--- config.mk ---
export PLATFORM = sky130hd
export DESIGN_NAME = sonar_scheduler
export DESIGN_NICKNAME = d
export VERILOG_FILES = /design/src/rtl/sonar_scheduler.sv
export SDC_FILE = /design/constraint.sdc
export NUM_CORES = 1
export LEC_CHECK = 0
export CORE_ASPECT_RATIO = 0.7
export CORE_UTILIZATION = 35
export DETAILED_ROUTE_END_ITERATION = 10
export REMOVE_ABC_BUFFERS = 1
export SLEW_MARGIN = 20
export SYNTH_ARGS = -nofsm -noshare
export SYNTH_HDL_FRONTEND = slang
export SYNTH_SLANG_ARGS = --single-unit
export TNS_END_PERCENT = 5
--- constraint.sdc ---
create_clock -name clk -period 2.25 [get_ports clk]
set_input_delay 0.45 -clock clk [delete_from_list [all_inputs] [get_ports clk]]
set_output_delay 0.45 -clock clk [all_outputs]
set_load 0.005 [all_outputs]
--- src/rtl/sonar_scheduler.sv ---
// HC-SR04 measurement sequencer: trigger generation, echo timing, cm conversion,
// timeout/holdoff enforcement and a small control/status register block.
`timescale 1ns/1ps
module sonar_scheduler #(
  parameter int TRIG_CYCLES    = 500,
  parameter int ECHO_TIMEOUT   = 1_900_000,
  parameter int HOLDOFF_CYCLES = 3_000_000,
  parameter int CM_DIV         = 2900
) (
  input  logic        clk,
  input  logic        rst,
  input  logic        cs,
  input  logic        rd,
  input  logic        wr,
  input  logic [4:0]  addr,
  input  logic [31:0] d_in,
  output logic [31:0] d_out,
  input  logic        echo,
  output logic        trigger,
  output logic        busy
);

  localparam int CNT_MAX0 = (TRIG_CYCLES > ECHO_TIMEOUT) ? TRIG_CYCLES : ECHO_TIMEOUT;
  localparam int CNT_MAX  = (CNT_MAX0 > HOLDOFF_CYCLES) ? CNT_MAX0 : HOLDOFF_CYCLES;
  localparam int CNT_W    = $clog2(CNT_MAX + 1);
  localparam int SUB_W    = (CM_DIV > 1) ? $clog2(CM_DIV) : 1;

  localparam logic [CNT_W-1:0] TRIG_LAST = CNT_W'(TRIG_CYCLES - 1);
  localparam logic [CNT_W-1:0] TMO_LAST  = CNT_W'(ECHO_TIMEOUT - 1);
  localparam logic [CNT_W-1:0] HOLD_LAST = CNT_W'(HOLDOFF_CYCLES - 1);
  localparam logic [SUB_W-1:0] SUB_LAST  = SUB_W'(CM_DIV - 1);

  localparam logic [4:0] A_CTRL = 5'h00;
  localparam logic [4:0] A_DIST = 5'h01;
  localparam logic [4:0] A_STAT = 5'h02;

  typedef enum logic [2:0] {IDLE, TRIG, WAIT_RISE, MEASURE, HOLDOFF} state_t;

  state_t            state;
  logic [CNT_W-1:0]  cnt;
  logic [SUB_W-1:0]  sub_cnt;
  logic [15:0]       cm_cnt;
  logic [15:0]       distance;
  logic              valid, timeout, auto_en, start_pending;
  logic              echo_s1, echo_s2, echo_d;
  logic              echo_rise, echo_fall, go, start_wr, ctrl_wr, rd_dist, enter_trig;
  logic              unused_bits;

  function automatic logic [15:0] sat_inc(input logic [15:0] v);
    return (v == 16'hFFFE) ? v : v + 16'd1;
  endfunction

  // One echo-high cycle: advance sub-counter, carry into the saturating cm count.
  function automatic logic [SUB_W+15:0] cm_step(input logic [SUB_W-1:0] sub,
                                                input logic [15:0] cm);
    if (sub == SUB_LAST) return {sat_inc(cm), {SUB_W{1'b0}}};
    return {cm, sub + 1'b1};
  endfunction

  assign echo_rise  = echo_s2 && !echo_d;
  assign echo_fall  = !echo_s2 && echo_d;
  assign go         = start_pending || auto_en;
  assign ctrl_wr    = cs && wr && (addr == A_CTRL);
  assign start_wr   = ctrl_wr && d_in[1];
  assign rd_dist    = cs && rd && (addr == A_DIST);
  assign enter_trig = go && ((state == IDLE) || ((state == HOLDOFF) && (cnt == HOLD_LAST)));
  assign busy       = (state != IDLE);
  assign unused_bits = ^d_in[31:2];

  always_ff @(posedge clk) begin
    if (rst) begin
      echo_s1 <= 1'b0;
      echo_s2 <= 1'b0;
      echo_d  <= 1'b0;
    end else begin
      echo_s1 <= echo;
      echo_s2 <= echo_s1;
      echo_d  <= echo_s2;
    end
  end

  // Sequencer; trigger is decoded from the registered state, one cycle behind it.
  always_ff @(posedge clk) begin
    if (rst) begin
      state    <= IDLE;
      cnt      <= '0;
      sub_cnt  <= '0;
      cm_cnt   <= '0;
      trigger  <= 1'b0;
      distance <= '0;
      valid    <= 1'b0;
      timeout  <= 1'b0;
    end else begin
      trigger <= (state == TRIG);
      if (rd_dist) valid <= 1'b0;
      case (state)
        IDLE: begin
          if (go) begin
            state <= TRIG;
            cnt   <= '0;
          end
        end
        TRIG: begin
          if (cnt == TRIG_LAST) begin
            state <= WAIT_RISE;
            cnt   <= '0;
          end else begin
            cnt <= cnt + 1'b1;
          end
        end
        WAIT_RISE: begin
          if (echo_rise) begin
            // The edge cycle itself is already an echo-high cycle.
            state             <= MEASURE;
            cnt               <= '0;
            {cm_cnt, sub_cnt} <= cm_step('0, '0);
          end else if (cnt == TMO_LAST) begin
            state    <= HOLDOFF;
            cnt      <= '0;
            distance <= 16'hFFFF;
            valid    <= 1'b1;
            timeout  <= 1'b1;
          end else begin
            cnt <= cnt + 1'b1;
          end
        end
        MEASURE: begin
          if (echo_fall) begin
            state    <= HOLDOFF;
            cnt      <= '0;
            distance <= cm_cnt;
            valid    <= 1'b1;
            timeout  <= 1'b0;
          end else if (cnt == TMO_LAST) begin
            state    <= HOLDOFF;
            cnt      <= '0;
            distance <= 16'hFFFF;
            valid    <= 1'b1;
            timeout  <= 1'b1;
          end else begin
            cnt <= cnt + 1'b1;
            if (echo_s2) {cm_cnt, sub_cnt} <= cm_step(sub_cnt, cm_cnt);
          end
        end
        HOLDOFF: begin
          if (cnt == HOLD_LAST) begin
            state <= go ? TRIG : IDLE;
            cnt   <= '0;
          end else begin
            cnt <= cnt + 1'b1;
          end
        end
        default: state <= IDLE;
      endcase
    end
  end

  // Bus side: entering TRIG consumes a pending start even if a new one lands now.
  always_ff @(posedge clk) begin
    if (rst) begin
      d_out         <= '0;
      auto_en       <= 1'b0;
      start_pending <= 1'b0;
    end else begin
      if (ctrl_wr) auto_en <= d_in[0];
      if (enter_trig)    start_pending <= 1'b0;
      else if (start_wr) start_pending <= 1'b1;
      if (cs && rd) begin
        case (addr)
          A_CTRL:  d_out <= {31'd0, auto_en};
          A_DIST:  d_out <= {16'd0, distance};
          A_STAT:  d_out <= {29'd0, timeout, valid, busy};
          default: d_out <= '0;
        endcase
      end
    end
  end

endmodule
==> results of run 1 <==
[stage by stage]
stage | util | setup WS [ns] | hold WS [ns] | area [sq um] | power, mW
after global placement | 0.420 | -0.0981 | 0.440 | 5240 | 1.90
final | 0.453 | 0.0582 | 0.455 | 5640 | 3.39
after global routing | 0.453 | -0.0127 | 0.471 | 5640 | 3.52
after detailed placement | 0.420 | -0.144 | 0.448 | 5240 | 1.90
after floorplan | - | -0.0163 | 0.414 | 4290 | 1.78
after CTS | 0.448 | 0.0180 | 0.464 | 5590 | 3.43
[power groups by stage]
stage | combinational (mW) | clock (mW) | sequential [mW]
4_1_cts | 0.203 | 1.57 | 1.66
3_3_place_gp | 0.199 | 0 | 1.70
3_5_place_dp | 0.202 | 0 | 1.70
6_report | 0.207 | 1.52 | 1.66
5_1_grt | 0.228 | 1.63 | 1.66
2_1_floorplan | 0.0763 | 0 | 1.70
[timing repair]
action,CTS,global route
resized for setup,5,10
setup buffers,4,2
setup endpoints to repair,24,47
pin swaps,4,4
hold buffers,0,0
[sequential cells by signal, summed over array words and instances (netlist names), 3 cells and up]
| register | cells |
|---|---|
| cm_cnt | 16 |
| sub_cnt | 12 |
| state | 3 |
| d_out | 16 |
| cnt | 22 |
| distance | 16 |
[metal layers]
metal	vias to the layer above	track usage	routed length [um]
met5	-	0	0
met3	14	0.0487	631
met2	116	0.242	4580
met1	1917	0.276	6090
met4	0	0.0524	141
li1	2026	-	-
[logic make-up after synthesis]
family          synth area share
mux                       0.0112
xor+xnor                  0.0410
buf+inv                   0.0661
fa+ha+maj                 0.0112
simple gates               0.265
flops                      0.415
compound gates             0.190
other cells             0.000836
[cell type report]
cell class	instances	area (sq um)
Clock buffer	9	225
Clock inverter	7	75.1
Fill cell	1190	6820
Inverter	12	45.0
Multi-Input combinational cell	384	2440
Sequential cell	93	1860
Tap cell	162	203
Timing Repair Buffer	92	795
[placed cells by master (no fill, tap or decap), drive strengths merged, types with 4 or more instances in the layout]
cell type,count
a21oi,17
nor3,10
clkbuf,9
nor2,62
nand4,12
nand2,37
nand3,28
xor2,9
inv,16
mux2i,5
buf,62
nand2b,4
xnor2,12
o21ai,18
or4,8
o221a,17
or3,8
a22oi,19
nor2b,8
conb,16
o31ai,14
ha,4
dfxtp,93
clkdlybuf4s50,30
and3,16
o211ai,11
nand4b,5
nor4,10
and2,4
[worst max-delay path, cell delays in order (launching register included)]
cell and delay [ns]:
dfxtp_1 0.34, or3b_4 0.41, nor3_4 0.22, o21ai_2 0.07
or3_4 0.41, or4_4 0.53, o22ai_2 0.15
[how the worst min path moves through the flow]
stage | from | to | cells past startpoint
global placement | echo_s1 | echo_s2 | 1
floorplan | echo_s1 | echo_s2 | 1
CTS | echo_s1 | echo_s2 | 1
detailed placement | echo_s1 | echo_s2 | 1
finish | echo_s1 | echo_s2 | 1
global route | echo_s1 | echo_s2 | 1
==> impl_metrics.py, run 1 <==
metrics = {
    "yosys": {
        "yosys-top-cells-count": "dfxtp_1 (93), nor2_1 (62), nand2_1 (37), nand3_1 (28), clkbuf_1 (20)",
        "synth_area_sq_mm": 0.00449,
        "synthArstFlopShare": 0,
        "synth_edf_count": 0,
        "yosysTopAreaCell": "dfxtp_1",
        "avgSynthCellArea_sq_um": 8.61,
        "yosysMostFrequentCell": "dfxtp_1",
        "synth.area.top_cells": "dfxtp_1 (41%), nor2_1 (5.2%), o221a_2 (4.3%)",
        "synth.distinct_cells": 59,
        "yosysWarningCount": 0,
        "synth_top_area_share": 0.415,
        "synth_ff_type": "dfxtp_1",
        "synthCells": 521,
        "ys_ff_latch": 93,
        "ys_seq_area_frac": 0.415,
    },
    "power": {
        "combPwrFrac": 0.061,
        "power_density_mw_per_mm2": 600,
        "clkPwrFrac": 0.448,
        "power_leakage_nw": 2.07,
        "power_frac_seq": 0.491,
        "power.net_switching_mw": 0.855,
        "switching_share": 0.253,
        "vdd_drop_max_mv": 0.373,
        "p_int_mw": 2.53,
    },
    "placement": {
        "dp_hpwl_um": 8260,
        "placed_cells": 737,
        "portBuffers": 30,
        "gp_congestion": 0.865,
    },
    "worst_setup_path": {
        "rr_startpoint": "sub_cnt[5]",
        "end_kind": "register",
        "crit_arrival_ns": 2.47,
        "timing.rr.end": "cm_cnt[9]",
        "startpoint_type": "register",
        "cp_max_fo": 5,
        "rrSetupSlack_ns": 0.06,
        "worstPathRequired_ns": 2.53,
        "r2r_cells": 6,
        "startpoint": "sub_cnt[5]",
        "endpoint": "cm_cnt[9]",
        "criticalPathCategory": "register to register",
    },
    "drt": {
        "routedWlPerCell_um": 15.1,
        "drtIter0Drc": 360,
        "postRouteWirelength_um": 11400,
        "vias": 4073,
        "routed_via_density": 5.37,
        "drcViolationCount": 0,
        "ant_nets": 0,
        "dr.pass1.iters": 5,
    },
    "timing": {
        "clock.fmax_mhz": 456,
        "period_minus_slack_ns": 2.19,
        "final-max-slew-violation-count": 0,
        "fin_tns_setup_ns": 0,
        "hold_viol": 0,
        "fin_skew_ns": 0.00890,
        "rsz0062_at_grt": "yes",
        "finalSetupViolations": 0,
        "finalCritPeriodShare": 0.974,
    },
    "clock_network": {
        "cts_num_sinks": 93,
        "clockBufferDepth": 2,
        "clk_latency_ns": 0.35,
        "clk_pin_slew_ns": 0.07,
        "cts_root_buf": "clkbuf_16",
        "cts_buffers": 9,
        "cts_tree": "built",
        "h-tree-depth": 3,
    },
    "finish": {
        "layout.nets": 639,
        "diodes": 0,
        "syn2layout_area_growth_pct": 25.7,
        "drive_gt1_frac": 0.201,
        "instances_no_fill": 759,
    },
    "min_path": {
        "hold_class": "register to register",
    },
    "floorplanning": {
        "ios": 77,
        "core-area_sq_mm": 0.0125,
        "initial_utilization": 0.360,
        "die_h_um": 96.7,
        "die_x_um": 137,
        "die-area_sq_mm": 0.0133,
        "rows": 34,
    },
    "global_route": {
        "grt_max_degree": 38,
        "overflow": 0,
        "grt_pass1_wl_um": 18700,
        "grt_util_all_layers": 0.181,
        "grt_antenna_before_repair": 0,
        "grt_pass1_vias": 3737,
    },
    "flow_run": {
        "maxCapViolCount": 0,
    },
    "outcome": {
        "outcome": "finished, final reports clean",
    },
}
(Power assumes the default switching activity.)
==> run 2: changes to the inputs <==
- MAX_ROUTING_LAYER: default -> met4
- SETUP_SLACK_MARGIN: default -> 0.1
==> impl_metrics.py, run 2 (synthesized netlist as in run 1, its figures left out) <==
metrics = {
    "worst_setup_path": {
        "cp_slowest_stage_delay_ns": 0.44,
        "critPathTopFamily": "buffers and inverters",
        "path_cells": "or3_4 > buf_4 > clkdlybuf4s50_1",
        "cp_max_fo": 9,
        "r2r_cells": 6,
        "crit_arrival_ns": 1.71,
        "startpoint_type": "register",
        "end_kind": "output port",
        "cpMaxStageDelayCell": "clkdlybuf4s50_1",
        "startpoint": "state[1]",
        "criticalPathCategory": "register to output port",
        "crit_buf_inv": 2,
        "rr_startpoint": "sub_cnt[5]",
        "cp.depth": 3,
        "worstPathRequired_ns": 1.80,
    },
    "global_route": {
        "grt_max_degree": 38,
        "grt_util_all_layers": 0.187,
        "overflow": 0,
        "grt_pass1_vias": 3774,
        "grt_pass1_wl_um": 18900,
        "grt_antenna_before_repair": 0,
    },
    "min_path": {
        "min-delay-start": "echo_s1",
        "min_path_cells": 1,
        "hold_class": "register to register",
    },
    "flow_run": {
        "maxCapViolCount": 0,
    },
    "finish": {
        "final_cell_mix": "dfxtp_1 (86), nor2_1 (62), buf_4 (59)",
        "top_register": "cnt",
        "instances_no_fill": 760,
        "largest_reg_flops": 22,
        "syn2layout_area_growth_pct": 26.9,
        "drive_gt1_frac": 0.214,
        "layout.nets": 640,
        "utilization": 0.457,
        "diodes": 0,
        "layout_commonest_cell": "dfxtp_1",
    },
    "clock_network": {
        "h-tree-depth": 3,
        "cts_num_sinks": 93,
        "clockBufferDepth": 2,
        "cts_buffers": 9,
        "clk_pin_slew_ns": 0.08,
        "cts_tree": "built",
        "clk_latency_ns": 0.35,
        "hold_buffers": 0,
        "cts_root_buf": "clkbuf_16",
    },
    "placement": {
        "gp_congestion": 0.879,
        "portBuffers": 30,
        "dp_hpwl_um": 8260,
        "placed_cells": 737,
        "pre_cts_ws_ns": -0.144,
    },
    "floorplanning": {
        "core-area_sq_mm": 0.0125,
        "ios": 77,
        "initial_utilization": 0.360,
        "die_x_um": 137,
        "die-area_sq_mm": 0.0133,
        "rows": 34,
        "die_h_um": 96.7,
    },
    "timing": {
        "clock.fmax_mhz": 464,
        "hold_slack_ns": 0.452,
        "fin_skew_ns": 0.00955,
        "setup_ws_ns": 0.0931,
        "finalSetupViolations": 0,
        "period_minus_slack_ns": 2.16,
        "final-max-slew-violation-count": 0,
        "finalCritPeriodShare": 0.959,
        "rsz0062_at_grt": "yes",
        "hold_viol": 0,
    },
    "drt": {
        "routedWlPerCell_um": 15.2,
        "drcViolationCount": 0,
        "ant_nets": 0,
        "routed_via_density": 5.37,
        "dr.pass1.iters": 4,
        "drtIter0Drc": 312,
        "vias": 4082,
        "postRouteWirelength_um": 11500,
    },
    "outcome": {
        "outcome": "finished, final reports clean",
    },
    "power": {
        "power_leakage_nw": 2.09,
        "power_density_mw_per_mm2": 596,
        "vdd_drop_max_mv": 0.375,
    },
}
-- run 2: routing by layer --
metal | up-vias | global-route usage | part of all wire
met4 | 0 | 0.0524 | 0.010
met1 | 1925 | 0.277 | 0.52
met2 | 113 | 0.244 | 0.40
li1 | 2032 | - | -
met5 | - | - | 0
met3 | 12 | 0.0472 | 0.068
-- run 2: repair_timing --
action,4_1_cts,5_1_grt
pin swaps,5,5
resized for setup,14,14
endpoints found under the setup margin,37,69
buffers inserted,5,2
-- run 2: path summary, 6_finish.rpt --
check	to	slack, ns
min reg2reg	echo_s2	0.45
max	busy	0.09
max reg2reg	cm_cnt[9]	0.10
min	echo_s2	0.45
-- run 2: area by class of cell --
cell class              instances  area (sq um)
clock inverters                 7          75.1
well taps                     162           203
multi-input cells             384          2470
inverters                      12          45.0
clock buffers                   9           225
repair buffers                 93           806
fillers                      1185          6770
flip-flops and latches         93          1880
-- run 2: where the power goes --
part / switching, mW / internal, mW
Clock: 0.732 / 0.788
Sequential: 0.00835 / 1.65
Combinational: 0.118 / 0.0942
Total: 0.859 / 2.53
-- run 2: through the flow --
step	cell area, sq um	power (mW)	TNS [ns]
final	5700	3.39	0
after global routing	5700	3.52	0
after CTS	5630	3.43	0
after detailed placement	5240	1.90	-2.09
after global placement	5240	1.90	-1.37
after floorplan	4290	1.78	-0.0430
==> run 3: changes to the inputs <==
- GPL_ROUTABILITY_DRIVEN: default -> 1
==> results of run 3 <==
The final DEF is identical to that of run 2; final timing and power are the same.
